<file path="config.mk">
export PLATFORM = sky130hd
export DESIGN_NAME = arb_mux
export DESIGN_NICKNAME = d
export VERILOG_FILES = /design/src/rtl/arb_mux.sv
export SDC_FILE = /design/constraint.sdc
export NUM_CORES = 1
export LEC_CHECK = 0
export ABC_AREA = 0
export CORE_MARGIN = 2
export CORE_UTILIZATION = 37
export DETAILED_ROUTE_END_ITERATION = 16
export PLACE_DENSITY = 0.82
export REMOVE_ABC_BUFFERS = 1
export SYNTH_ARGS = -nofsm -noshare
export SYNTH_HDL_FRONTEND = slang
export SYNTH_SLANG_ARGS = --single-unit
</file>
<file path="constraint.sdc">
create_clock -name clk -period 4.1 [get_ports clk]
set_clock_uncertainty 0.1 [all_clocks]
set_input_delay 0.82 -clock clk [delete_from_list [all_inputs] [get_ports clk]]
set_output_delay 0.82 -clock clk [all_outputs]
set_load 0.01 [all_outputs]
</file>
<file path="src/rtl/arb_mux.sv">
// rtl/arb_mux.sv - N-channel registered arbitrating multiplexer with valid/ready handshake
//
// Funnels N producer channels into one registered output port. Arbitration is
// round-robin (prio_mode=0) or fixed lowest-index priority (prio_mode=1),
// selectable every cycle. One output register stage: 1-cycle latency, full
// throughput.
//
// Ports:
//   clk, rst              clock, synchronous active-high reset
//   in_data  [N*WIDTH]    channel i at bits [i*WIDTH +: WIDTH]
//   in_valid [N]          channel i offers a word
//   in_ready [N]          channel i word taken this cycle (at most one bit high)
//   prio_mode             0 = round-robin, 1 = fixed priority
//   out_data [WIDTH]      registered selected word
//   out_sel  [SELW]       channel that supplied out_data
//   out_valid, out_ready  output handshake
module arb_mux #(
    parameter int WIDTH = 32,
    parameter int N     = 4,
    parameter int SELW  = $clog2(N)
) (
    input  logic                 clk,
    input  logic                 rst,
    input  logic [N*WIDTH-1:0]   in_data,
    input  logic [N-1:0]         in_valid,
    output logic [N-1:0]         in_ready,
    input  logic                 prio_mode,
    output logic [WIDTH-1:0]     out_data,
    output logic [SELW-1:0]      out_sel,
    output logic                 out_valid,
    input  logic                 out_ready
);

    logic [SELW-1:0] rr_ptr;
    logic [SELW-1:0] gidx;
    logic [SELW-1:0] ptr_next;
    logic [N-1:0]    grant;
    logic            load_en;
    logic            accept;

    // Scan from the far end of the search order back towards its start, so
    // the last hit written is the first candidate in search order. The
    // round-robin index is reduced modulo N, so values >= N never appear even
    // when N is not a power of two.
    always_comb begin
        int idx;
        gidx = '0;
        idx  = 0;
        for (int off = N - 1; off >= 0; off--) begin
            if (prio_mode) begin
                idx = off;
            end else begin
                idx = (int'(rr_ptr) + off) % N;
            end
            if (in_valid[idx]) begin
                gidx = idx[SELW-1:0];
            end
        end
        grant = (|in_valid) ? (N'(1) << gidx) : '0;
    end

    // The register may load when empty or when being drained this same cycle.
    assign load_en  = !out_valid || out_ready;
    assign in_ready = rst ? '0 : (grant & {N{load_en}});
    assign accept   = |in_ready;
    assign ptr_next = (gidx == SELW'(N - 1)) ? '0 : gidx + SELW'(1);

    always_ff @(posedge clk) begin
        if (rst) begin
            out_data  <= '0;
            out_sel   <= '0;
            out_valid <= 1'b0;
            rr_ptr    <= '0;
        end else begin
            if (accept) begin
                out_data  <= in_data[gidx*WIDTH +: WIDTH];
                out_sel   <= gidx;
                out_valid <= 1'b1;
                rr_ptr    <= ptr_next;
            end else if (out_ready) begin
                // Drain with nothing to replace it: data and index hold.
                out_valid <= 1'b0;
            end
        end
    end

endmodule
</file>
## Yosys cells after proc, flatten, opt, wreduce, memory -nomap -nowiden

Index checks and enable logic that the tools add are counted.

- Register bits: 37
- Output and inout port bits: 39

- $add $sub $neg: 4
- $lt $le $gt $ge: 4
- Equality and inequality tests: 1
- Shift operators: 2
- Multiplexer cells: 25
- Bitwise gates (word level): 4
- Reductions and logical operators: 8

Operators by type and width:

| kind | number |
|---|---|
| $lt A32 B4 Y1 const B | 4 |
| $shiftx A128 B8 Y32 | 1 |
| $mux W32 | 3 |
| $mux W2 | 6 |
| $mux W1 | 10 |
| $bmux W1 S2 | 4 |
| $mux W4 | 2 |
| $reduce_or A4 Y1 | 2 |
| $reduce_or A2 Y1 | 3 |
| $add A2 B1 Y2 const B | 2 |
| $add A2 B2 Y2 const B | 2 |
| $and A4 B4 Y4 | 1 |
| $shl A1 B2 Y4 const A | 1 |
| $and A1 B1 Y1 const A | 3 |
| $eq A2 B2 Y1 const B | 1 |
| $reduce_bool A2 Y1 | 1 |
| $logic_not A1 Y1 | 1 |
| $logic_or A1 B1 Y1 | 1 |

## Logic depth before layout (Yosys ltp)

Gate-level depths: netlist of run 1.

- Word-level depth: 17
- Mapped depth: 15
- Depth with buffers taken out: 9

## Worst setup path before layout of run 1

OpenSTA, ideal clock, no wires.

- Path type: input to output
- Start: input port prio_mode
- End: output port in_ready[3]
- Data arrival time: 2.665 ns
- Required time: 3.180 ns
- Slack: 0.515 ns
- Cell stages on the path: 11
- Buffers on the path: 3
- Path through: nor2b_4 mux2i_1 o2111ai_2 and2_4 buf_8 inv_12 buf_8 ha_1 clkinv_1 clkbuf_1 nor2_1

- Word-level cells in the longest chain between the ends: 12
- Elaborated cells between the ends (all ways): 24

RTL lines:

| item | RTL line | source |
|---|---|---|
| start: declaration | 27 | `input logic prio_mode,` |
| $mux W32 | 50 | `if (prio_mode) begin` |
| $bmux W1 S2 | 55 | `if (in_valid[idx]) begin` |
| $mux W1 (implied by the code) (2 in series) | 55 |  |
| $mux W2 (3 in series) | 55 |  |
| $mux W2 * | 55 |  |
| $shl A1 B2 Y4 * | 59 | `grant = (\|in_valid) ? (N'(1) << gidx) : '0;` |
| $mux W4 * | 59 |  |
| $and A4 B4 Y4 * | 64 | `assign in_ready = rst ? '0 : (grant & {N{load_en}});` |
| $mux W4 * | 64 |  |
| end: declaration | 26 | `output logic [N-1:0] in_ready,` |

Every way passes the cells marked *; elsewhere a longest branch is shown, timed or not. The select of a mux whose other input is x is not followed.

## Final worst setup path of run 1

- Start: input port in_valid[0]
- End: output port in_ready[3]

- Word-level cells in the longest chain between the ends: 11
- Elaborated cells between the ends (all ways): 21

RTL lines:

| item | RTL line | source |
|---|---|---|
| start: declaration | 25 | `input logic [N-1:0] in_valid,` |
| $bmux W1 S2 | 55 |  |
| $mux W1 (implied by the code) (2 in series) | 55 |  |
| $mux W2 (4 in series) | 55 |  |
| $shl A1 B2 Y4 | 59 |  |
| $mux W4 * | 59 |  |
| $and A4 B4 Y4 * | 64 |  |
| $mux W4 * | 64 |  |

Marks and branches as above.

==> results of run 1 <==
[cell families (layout without fill, tap and decap cells)]
| group | count (synthesis) | after routing | share of synthesized area |
|---|---|---|---|
| compound gates | 84 | 84 | 0.270 |
| fa+ha+maj | 1 | 1 | 0.00460 |
| buf+inv | 39 | 201 | 0.101 |
| flops | 37 | 37 | 0.273 |
| mux | 36 | 36 | 0.134 |
| other cells | 0 | 1 | 0 |
| simple gates | 90 | 90 | 0.219 |
[worst max-delay path, cell delays in order]
cell and delay [ns]:
clkdlybuf4s50_1 0.57, a32oi_4 0.35, o2111ai_4 0.14, and2_4 0.21
inv_12 0.06, ha_1 0.17, clkinv_1 0.08, nor2_1 0.10
clkdlybuf4s50_1 0.55
[per-stage QoR]
stage / power [mW] / TNS (ns) / hold WS, ns / area, um2
global placement: 1.43 / 0 / 0.345 / 4450
floorplan: 0.961 / -0.303 / 0.369 / 2470
detailed placement: 1.45 / -0.0310 / 0.357 / 4450
finish: 1.78 / 0 / 0.369 / 4600
CTS: 1.79 / 0 / 0.368 / 4580
global route: 1.88 / 0 / 0.394 / 4600
[cells in the final DEF (no fill, tap or decap), types with 3 or more instances in the layout]
| cell type | synthesis | routed |
|---|---|---|
| o21ai_0 | 3 | 3 |
| a21oi_1 | 4 | 4 |
| buf_4 | 3 | 15 |
| clkbuf_8 | 0 | 6 |
| o31ai_1 | 32 | 32 |
| nor3_1 | 4 | 4 |
| nand2b_1 | 34 | 34 |
| a222oi_1 | 32 | 32 |
| clkdlybuf4s50_1 | 0 | 171 |
| nor2_1 | 5 | 4 |
| nor2b_1 | 5 | 5 |
| nand2_1 | 3 | 3 |
| mux2i_1 | 34 | 33 |
| nand3b_1 | 33 | 33 |
| dfxtp_1 | 37 | 37 |
[layout make-up]
cell class	instances	share of cell area
inverter	4	0.00599
sequential	37	0.161
tap	99	0.0269
clock buffer	7	0.0188
timing repair buffer	189	0.404
clock inverter	1	0.00653
antenna	1	0.000544
multi-input combinational	211	0.376
[report_power, final]
part	leakage [nW]	internal (mW)	switching (mW)
combinational	1.30	0.500	0.431
clock	0.0585	0.198	0.128
sequential	0.311	0.457	0.0622
total	1.67	1.15	0.621
[metal layers]
layer | track usage | routed length [um]
met1 | 0.253 | 3960
met4 | 0.0949 | 269
met5 | 0 | 0
met3 | 0.0645 | 728
met2 | 0.450 | 5020
[flip-flops by register name, summed over array words and instances (netlist names)]
| signal | flops |
|---|---|
| out_sel | 2 |
| rr_ptr | 2 |
| out_valid | 1 |
| out_data | 32 |
[worst paths after layout]
| path | start | endpoint | slack (ns) |
|---|---|---|---|
| hold reg to reg | out_sel[0] | out_sel[0] | 0.37 |
| setup reg to reg | rr_ptr[1] | out_data[12] | 1.03 |
| hold / removal | out_sel[0] | out_sel[0] | 0.37 |
| setup / recovery | in_valid[0] | in_ready[3] | 0.14 |
[timing repair]
action                                  in CTS  in global routing
setup buffers                                1                  0
hold endpoints to repair                     0                  0
gates cloned                                 0                  0
resized for setup                            2                  4
endpoints found under the setup margin       1                  2
==> key figures, run 1 <==
Clocking
  • CTS tree: built
  • Post-CTS Hold Buffers: 0
  • H-tree Lvls: 2
  • Sink Count: 37
  • Root buffer cell: clkbuf_8
  • CTS max path bufs: 2
  • Clk_lat worst skew: 0.28 ns
  • Clock transition at the registers of the reported paths: 0.07 ns
  • Clock buffer count from CTS: 5

Critical path
  • Critical path arrival: 3.04 ns
  • Crit. End Element: output port
  • R2r worst-path depth: 7
  • Critical path class: primary input to output port
  • WP data required: 3.18 ns
  • Crit start category: primary input
  • Crit path max fanout: 6

Timing
  • RSZ-0062 raised after global routing: false
  • # setup viols final: 0
  • Top achievable clock speed: 252 MHz
  • Slew margin rel.: 0.127
  • Final period util: 0.966
  • Worst-Margin Slew: 1.31 ns
  • Final Slew Violations: 0
  • Final Hold Fails: 0
  • Tmin final: 3.96 ns
  • Final WS setup: 0.139 ns

Route
  • Vias per cell: 5.67
  • Number of routed nets with antenna violations: 0
  • Drt wl/cell: 18.2 um
  • DRT iter0 DRCs: 222
  • Post-Route WL: 9.97 mm
  • Pre-antenna DRT Iters: 5
  • DR vias: 3111
  • DR DRC count: 0

Logic synthesis
  • Syn Area/Cell: 9.47 um2
  • Most instantiated library cell after synthesis: dfxtp_1
  • Cell Area, Synth: 2720 um2
  • Synthesis-stage register bit count: 37
  • Asr flop ratio synth: 0
  • Dominant cell type by area after synthesis: dfxtp_1
  • Most used DFF post-synth: dfxtp_1
  • Sequential share of the synthesized area: 0.273
  • Synth warn: 0
  • Post-synth top area share: 0.273
  • Area contributors post-synth: dfxtp_1 (27%), mux2i_1 (13%), a222oi_1 (12%), nand3b_1 (9.1%), o31ai_1 (8.8%)
  • Post-synth EDFFs: 0
  • Top cells by count, synth: dfxtp_1 (37), mux2i_1 (34), nand2b_1 (34)
  • Mapped Cells: 287
  • Synth unique cells: 41

Floorplanning
  • Initial core utilization: 0.379
  • Full die area: 8050 um2
  • Core Box Area: 7180 um2
  • Die height: 89.7 um
  • Site Rows: 31
  • Ports: 175
  • Die X: 89.7 um

Layout
  • Final std cells w/o fill: 549
  • Multi-input gate area: 1730 um2
  • Fillers: 613
  • # nets final: 585
  • Storage element area: 741 um2
  • Fin util: 0.641
  • Fraction of layout cells with a size suffix above 1: 0.0757
  • Area grow syn2layout: 69.2%

Pwr
  • Power density cells: 386 nW/um2
  • Maximum vdd drop: 0.204 mV
  • P_leak: 1.67 nW

Placed design
  • DP Worst Slack: -0.0310 ns
  • Final Wtd Congestion: 0.802
  • Dpl hpwl: 7.11 mm
  • # port buffers: 174
  • Placed Cells: 539

GRT
  • Gr usage total: 0.240
  • First-pass GRT wire length: 15.8 mm
  • Initial antenna violation count: 1
  • Gr ovfl total: 0
  • Largest net degree at the start of global routing: 38
  • Vias in the first global route: 3231

Hold path
  • Worst hold path type: register to register
  • Hold depth: 2

Outcome
  • Status: complete, no violations

Job
  • Max-cap viol count: 0
(Power assumes the default switching activity.)
==> inputs of run 2 (changes only) <==
Settings changed: CELL_PAD_IN_SITES_DETAIL_PLACEMENT from default to 0, CELL_PAD_IN_SITES_GLOBAL_PLACEMENT from default to 1, CORE_UTILIZATION 37 to 26, PLACE_DENSITY 0.82 to default, PLACE_DENSITY_LB_ADDON from default to 0.1.
==> run 2 against run 1 <==
Against the previous run:
- routed wire length grew 8.5%
- maximum frequency shrank 0.57%
- first-iteration DRC count is 14% lower
- register-to-register slack better by 0.16 ns
- critical endpoint unchanged
==> key figures, run 2 (synthesized netlist as in run 1, its figures left out) <==
Outcome
  • Status: complete, no violations

Route
  • Pre-antenna DRT Iters: 5
  • DR DRC count: 0
  • Number of routed nets with antenna violations: 0
  • DRT iter0 DRCs: 192
  • DR vias: 2999
  • Drt wl/cell: 18.4 um
  • Post-Route WL: 10.8 mm
  • Vias per cell: 5.10

Layout
  • Max reg flops: 32
  • Storage element area: 741 um2
  • Fraction of layout cells with a size suffix above 1: 0.0796
  • Largest reg by FF count: out_data
  • Top flop regs: out_data (32), out_sel (2), rr_ptr (2)
  • # nets final: 588
  • Most common cell after layout, fill and taps aside: clkdlybuf4s50_1
  • Area grow syn2layout: 72.0%
  • Fin util: 0.457
  • Fillers: 1022
  • Most frequent cells in the layout: clkdlybuf4s50_1 (172), dfxtp_1 (37), nand2b_1 (34), nand3b_1 (33), mux2i_1 (33)
  • N_diodes: 0
  • Multi-input gate area: 1730 um2

Pwr
  • Comb pwr share: 0.525
  • Net Sw Frac: 0.356
  • Total Power: 1.80 mW
  • Seq pwr share: 0.287
  • Clock power frac: 0.188
  • P_leak: 1.69 nW
  • Power density cells: 386 nW/um2
  • Maximum vdd drop: 0.141 mV
  • Internal: 1.16 mW
  • Sw Pwr: 0.642 mW

Floorplanning
  • Site Rows: 37
  • Die height: 106 um
  • Ports: 175
  • Core Box Area: 10200 um2
  • Initial core utilization: 0.266
  • Full die area: 11300 um2
  • Die X: 106 um

Clocking
  • Clk_lat worst skew: 0.28 ns
  • H-tree Lvls: 2
  • Sink Count: 37
  • CTS max path bufs: 2
  • Post-CTS Hold Buffers: 0
  • Root buffer cell: clkbuf_8
  • Clock transition at the registers of the reported paths: 0.07 ns
  • CTS tree: built
  • Clock buffer count from CTS: 5

Timing
  • Top achievable clock speed: 251 MHz
  • Final period util: 0.972
  • Final Slew Violations: 0
  • # setup viols final: 0
  • Slew margin rel.: 0.512
  • Worst-Margin Slew: 0.733 ns
  • Final Hold Fails: 0
  • Tmin final: 3.98 ns
  • Hold_ws: 0.360 ns
  • RSZ-0062 raised after global routing: false

GRT
  • Vias in the first global route: 3095
  • Gr usage total: 0.189
  • Gr ovfl total: 0
  • First-pass GRT wire length: 16.7 mm
  • Largest net degree at the start of global routing: 38
  • Initial antenna violation count: 0

Hold path
  • Worst hold path type: register to register
  • Worst hold start: out_sel[0]

Critical path
  • Critical path class: primary input to output port
  • Crit path max fanout: 4
  • Reg-to-reg startpoint: rr_ptr[0]
  • Critical path origin: in_valid[2]
  • Critical path arrival: 3.06 ns
  • Crit start category: primary input
  • WP data required: 3.18 ns
  • Crit. End Element: output port

Placed design
  • # port buffers: 174
  • Dpl hpwl: 7.61 mm
  • Final Wtd Congestion: 0.767

Job
  • Max-cap viol count: 0
-- run 2: cell count changes in the layout (fill, tap and decap cells not counted), sizes merged --
| cell | before | now |
|---|---|---|
| buf | 15 | 18 |
| clkdlybuf4s50 | 171 | 172 |
| diode | 1 | 0 |
| dlygate4sd2 | 1 | 0 |
-- run 2: power by group through the flow --
stage | clock network, mW | logic, mW | registers (mW)
floorplan | 0 | 0.399 | 0.562
global placement | 0 | 0.949 | 0.522
detailed placement | 0 | 0.954 | 0.526
CTS | 0.353 | 0.958 | 0.519
global route | 0.371 | 1.02 | 0.533
finish | 0.339 | 0.947 | 0.519
-- run 2: path summary, 6_finish.rpt --
| path | to | slack [ns] | cells after the start |
|---|---|---|---|
| worst min register to register | out_sel[0] | 0.36 | 2 |
| worst min-delay path | out_sel[0] | 0.36 | 2 |
| worst max register to register | out_data[4] | 1.19 | 11 |
| worst max-delay path | in_ready[3] | 0.12 | 9 |
-- run 2: layout make-up --
class	instances	share of cell area
clock inverter	1	0.00642
inverter	4	0.00589
timing repair buffer	192	0.405
tap	136	0.0364
multi-input combinational	211	0.369
sequential	37	0.158
clock buffer	7	0.0185
-- run 2: what timing repair did --
| item | CTS | global route |
|---|---|---|
| gates cloned | 0 | 0 |
| endpoints found under the setup margin | 1 | 4 |
| buffers inserted | 0 | 0 |
| resized for setup | 1 | 3 |
-- run 2: through the flow --
step / instance area [um2] / setup slack (ns) / cells / TNS (ns)
6_report: 4670 / 0.116 / 588 / 0
5_1_grt: 4670 / 0.000279 / 588 / 0
4_1_cts: 4660 / 0.00793 / 588 / 0
3_5_place_dp: 4540 / -0.000687 / 580 / -0.000687
3_3_place_gp: 4540 / 0.0415 / 580 / 0
2_1_floorplan: 2470 / -0.303 / 252 / -0.303
-- run 2: worst max-delay path: stages --
cell	delay [ns]
clkdlybuf4s50_1	0.45
buf_4	0.17
nor4b_1	0.38
o32ai_2	0.16
o22ai_2	0.15
ha_1	0.20
clkinv_1	0.08
nor2_1	0.11
clkdlybuf4s50_1	0.54
-- run 2: layer usage --
metal	up-vias	wire, um	part of all wire	global-route usage
li1	1465	-	-	-
met1	1406	4510	0.42	0.223
met2	122	5220	0.48	0.326
met3	6	969	0.090	0.0668
met4	0	120	0.011	0.0461
met5	-	0	0	0
==> inputs of run 3 (changes only) <==
Settings changed: CORE_MARGIN 2 to default.
==> run 3 against run 2 <==
Against the previous run:
- non-clock buffer count decreased by 1
- combinational power shrank 0.6%
- sequential cell count did not move
- first-iteration DRC count down 5.2%
- clock power is 30% lower
- maximum frequency is 1.6% higher
- sequential power hardly changed
- routed wire length down 3.4%
- die area fell by 3.7%
- worst setup slack gained 0.062 ns
- register-to-register slack gained 0.12 ns
- global-route usage barely moved
- critical endpoint unchanged
- largest power group unchanged
==> key figures, run 3 (synthesized netlist as in run 1, its figures left out) <==
Layout
  • Most common cell after layout, fill and taps aside: clkdlybuf4s50_1
  • N_diodes: 0
  • Fin util: 0.464
  • Largest reg by FF count: out_data
  • Top flop regs: out_data (32), out_sel (2), rr_ptr (2)
  • # nets final: 587
  • Final instance area: 4620 um2
  • Max reg flops: 32
  • Area grow syn2layout: 69.8%
  • Fraction of layout cells with a size suffix above 1: 0.0735
  • Most frequent cells in the layout: clkdlybuf4s50_1 (171), dfxtp_1 (37), nand2b_1 (34), nand3b_1 (33), mux2i_1 (33)

Route
  • DR DRC count: 0
  • Drt wl/cell: 18.0 um
  • Number of routed nets with antenna violations: 0
  • Post-Route WL: 10.5 mm
  • DR vias: 3023
  • Vias per cell: 5.19
  • DRT iter0 DRCs: 182
  • Pre-antenna DRT Iters: 8

GRT
  • Gr usage total: 0.189
  • Gr ovfl total: 0
  • Initial antenna violation count: 0
  • Largest net degree at the start of global routing: 37
  • Vias in the first global route: 3013
  • First-pass GRT wire length: 16.1 mm

Timing
  • Final Hold Fails: 0
  • Hold_ws: 0.365 ns
  • Top achievable clock speed: 255 MHz
  • RSZ-0062 raised after global routing: false
  • Final Slew Violations: 0
  • Setup TNS: 0 ns
  • Worst-Margin Slew: 0.566 ns
  • Final period util: 0.957
  • Slew margin rel.: 0.622
  • Tmin final: 3.92 ns
  • # setup viols final: 0

Floorplanning
  • Die X: 104 um
  • Initial core utilization: 0.273
  • Die height: 104 um
  • Ports: 175
  • Site Rows: 36
  • Full die area: 10900 um2
  • Core Box Area: 9950 um2

Clocking
  • Clk_lat worst skew: 0.28 ns
  • Clock transition at the registers of the reported paths: 0.06 ns
  • Sink Count: 37
  • Clock buffer count from CTS: 5
  • Post-CTS Hold Buffers: 0
  • CTS max path bufs: 2
  • CTS tree: built
  • H-tree Lvls: 2
  • Post-CTS Setup Bufs: 0
  • Post-cts resize count: 0
  • Root buffer cell: clkbuf_8

Pwr
  • Net Sw Frac: 0.368
  • P_leak: 1.67 nW
  • Clock power frac: 0.139
  • Power density cells: 368 nW/um2
  • Comb pwr share: 0.555
  • Maximum vdd drop: 0.231 mV
  • Sw Pwr: 0.625 mW
  • Internal: 1.07 mW
  • Seq pwr share: 0.306

Placed design
  • Final Wtd Congestion: 0.727
  • Dpl hpwl: 7.30 mm
  • # port buffers: 174
  • Placed instance area: 4530 um2

Job
  • Max-cap viol count: 0

Hold path
  • Worst hold path type: register to register

Critical path
  • R2r worst-path depth: 10
  • Crit. End Element: output port
  • Critical path origin: in_valid[1]
  • Crit path max fanout: 6
  • Critical Path End: in_ready[3]
  • R2R Setup Slk: 1.31 ns
  • WP data required: 3.18 ns
  • Crit start category: primary input
  • Critical path arrival: 3.00 ns
  • Reg-to-reg startpoint: rr_ptr[1]
  • R2r endpoint: rr_ptr[1]
  • Critical path class: primary input to output port

Outcome
  • Status: complete, no violations
## run 3: cell count changes in the layout (fill, tap and decap cells not counted), sizes merged
cell and change:
clkbuf -2, buf -1, bufinv -1, clkdlybuf4s50 -1
clkinv +1, dlymetal6s2s +1
## run 3: layout make-up
class                   instances  area, um2
clock buffers                   5       68.8
multi-input cells             211       1720
repair buffers                191       1890
well taps                     133        166
clock inverters                 1       5.00
inverters                       4       27.5
flip-flops and latches         37        741
fillers                       974       5340
## run 3: routing by layer
layer | global-route usage | share of wire | up-vias
met2 | 0.334 | 0.48 | 143
li1 | - | - | 1458
met3 | 0.0576 | 0.098 | 5
met1 | 0.226 | 0.41 | 1417
met4 | 0.0306 | 0.0061 | 0
met5 | 0 | 0 | -
## run 3: worst max-delay path, cell delays in order
cell,delay (ns)
clkdlybuf4s50_1,0.55
a32oi_4,0.31
o2111ai_4,0.14
and2_4,0.21
inv_12,0.05
ha_1,0.16
clkinv_1,0.09
nor2_1,0.12
clkdlybuf4s50_1,0.54
## run 3: worst min-delay path by stage
stage	start	to	slack (ns)	cells after the start
3_5_place_dp	out_sel[0]	out_sel[0]	0.35	2
4_1_cts	out_sel[0]	out_sel[0]	0.36	2
3_3_place_gp	out_sel[0]	out_sel[0]	0.35	2
5_1_grt	out_sel[0]	out_sel[0]	0.39	2
2_1_floorplan	out_sel[0]	out_sel[0]	0.37	2
6_report	out_sel[0]	out_sel[0]	0.37	2
## run 3: through the flow
| step | cells | power (mW) | setup slack [ns] |
|---|---|---|---|
| 4_1_cts | 582 | 1.72 | 0.0341 |
| 3_5_place_dp | 576 | 1.48 | 0.0471 |
| 5_1_grt | 582 | 1.81 | 0.0511 |
| 2_1_floorplan | 252 | 0.961 | -0.303 |
| 3_3_place_gp | 576 | 1.47 | 0.0813 |
| 6_report | 582 | 1.70 | 0.178 |
## run 3: power groups by stage
| stage | sequential [mW] | clock, mW | combinational [mW] |
|---|---|---|---|
| floorplan | 0.562 | 0 | 0.399 |
| global placement | 0.523 | 0 | 0.945 |
| detailed placement | 0.527 | 0 | 0.949 |
| CTS | 0.520 | 0.249 | 0.952 |
| global route | 0.533 | 0.262 | 1.01 |
| finish | 0.520 | 0.236 | 0.941 |
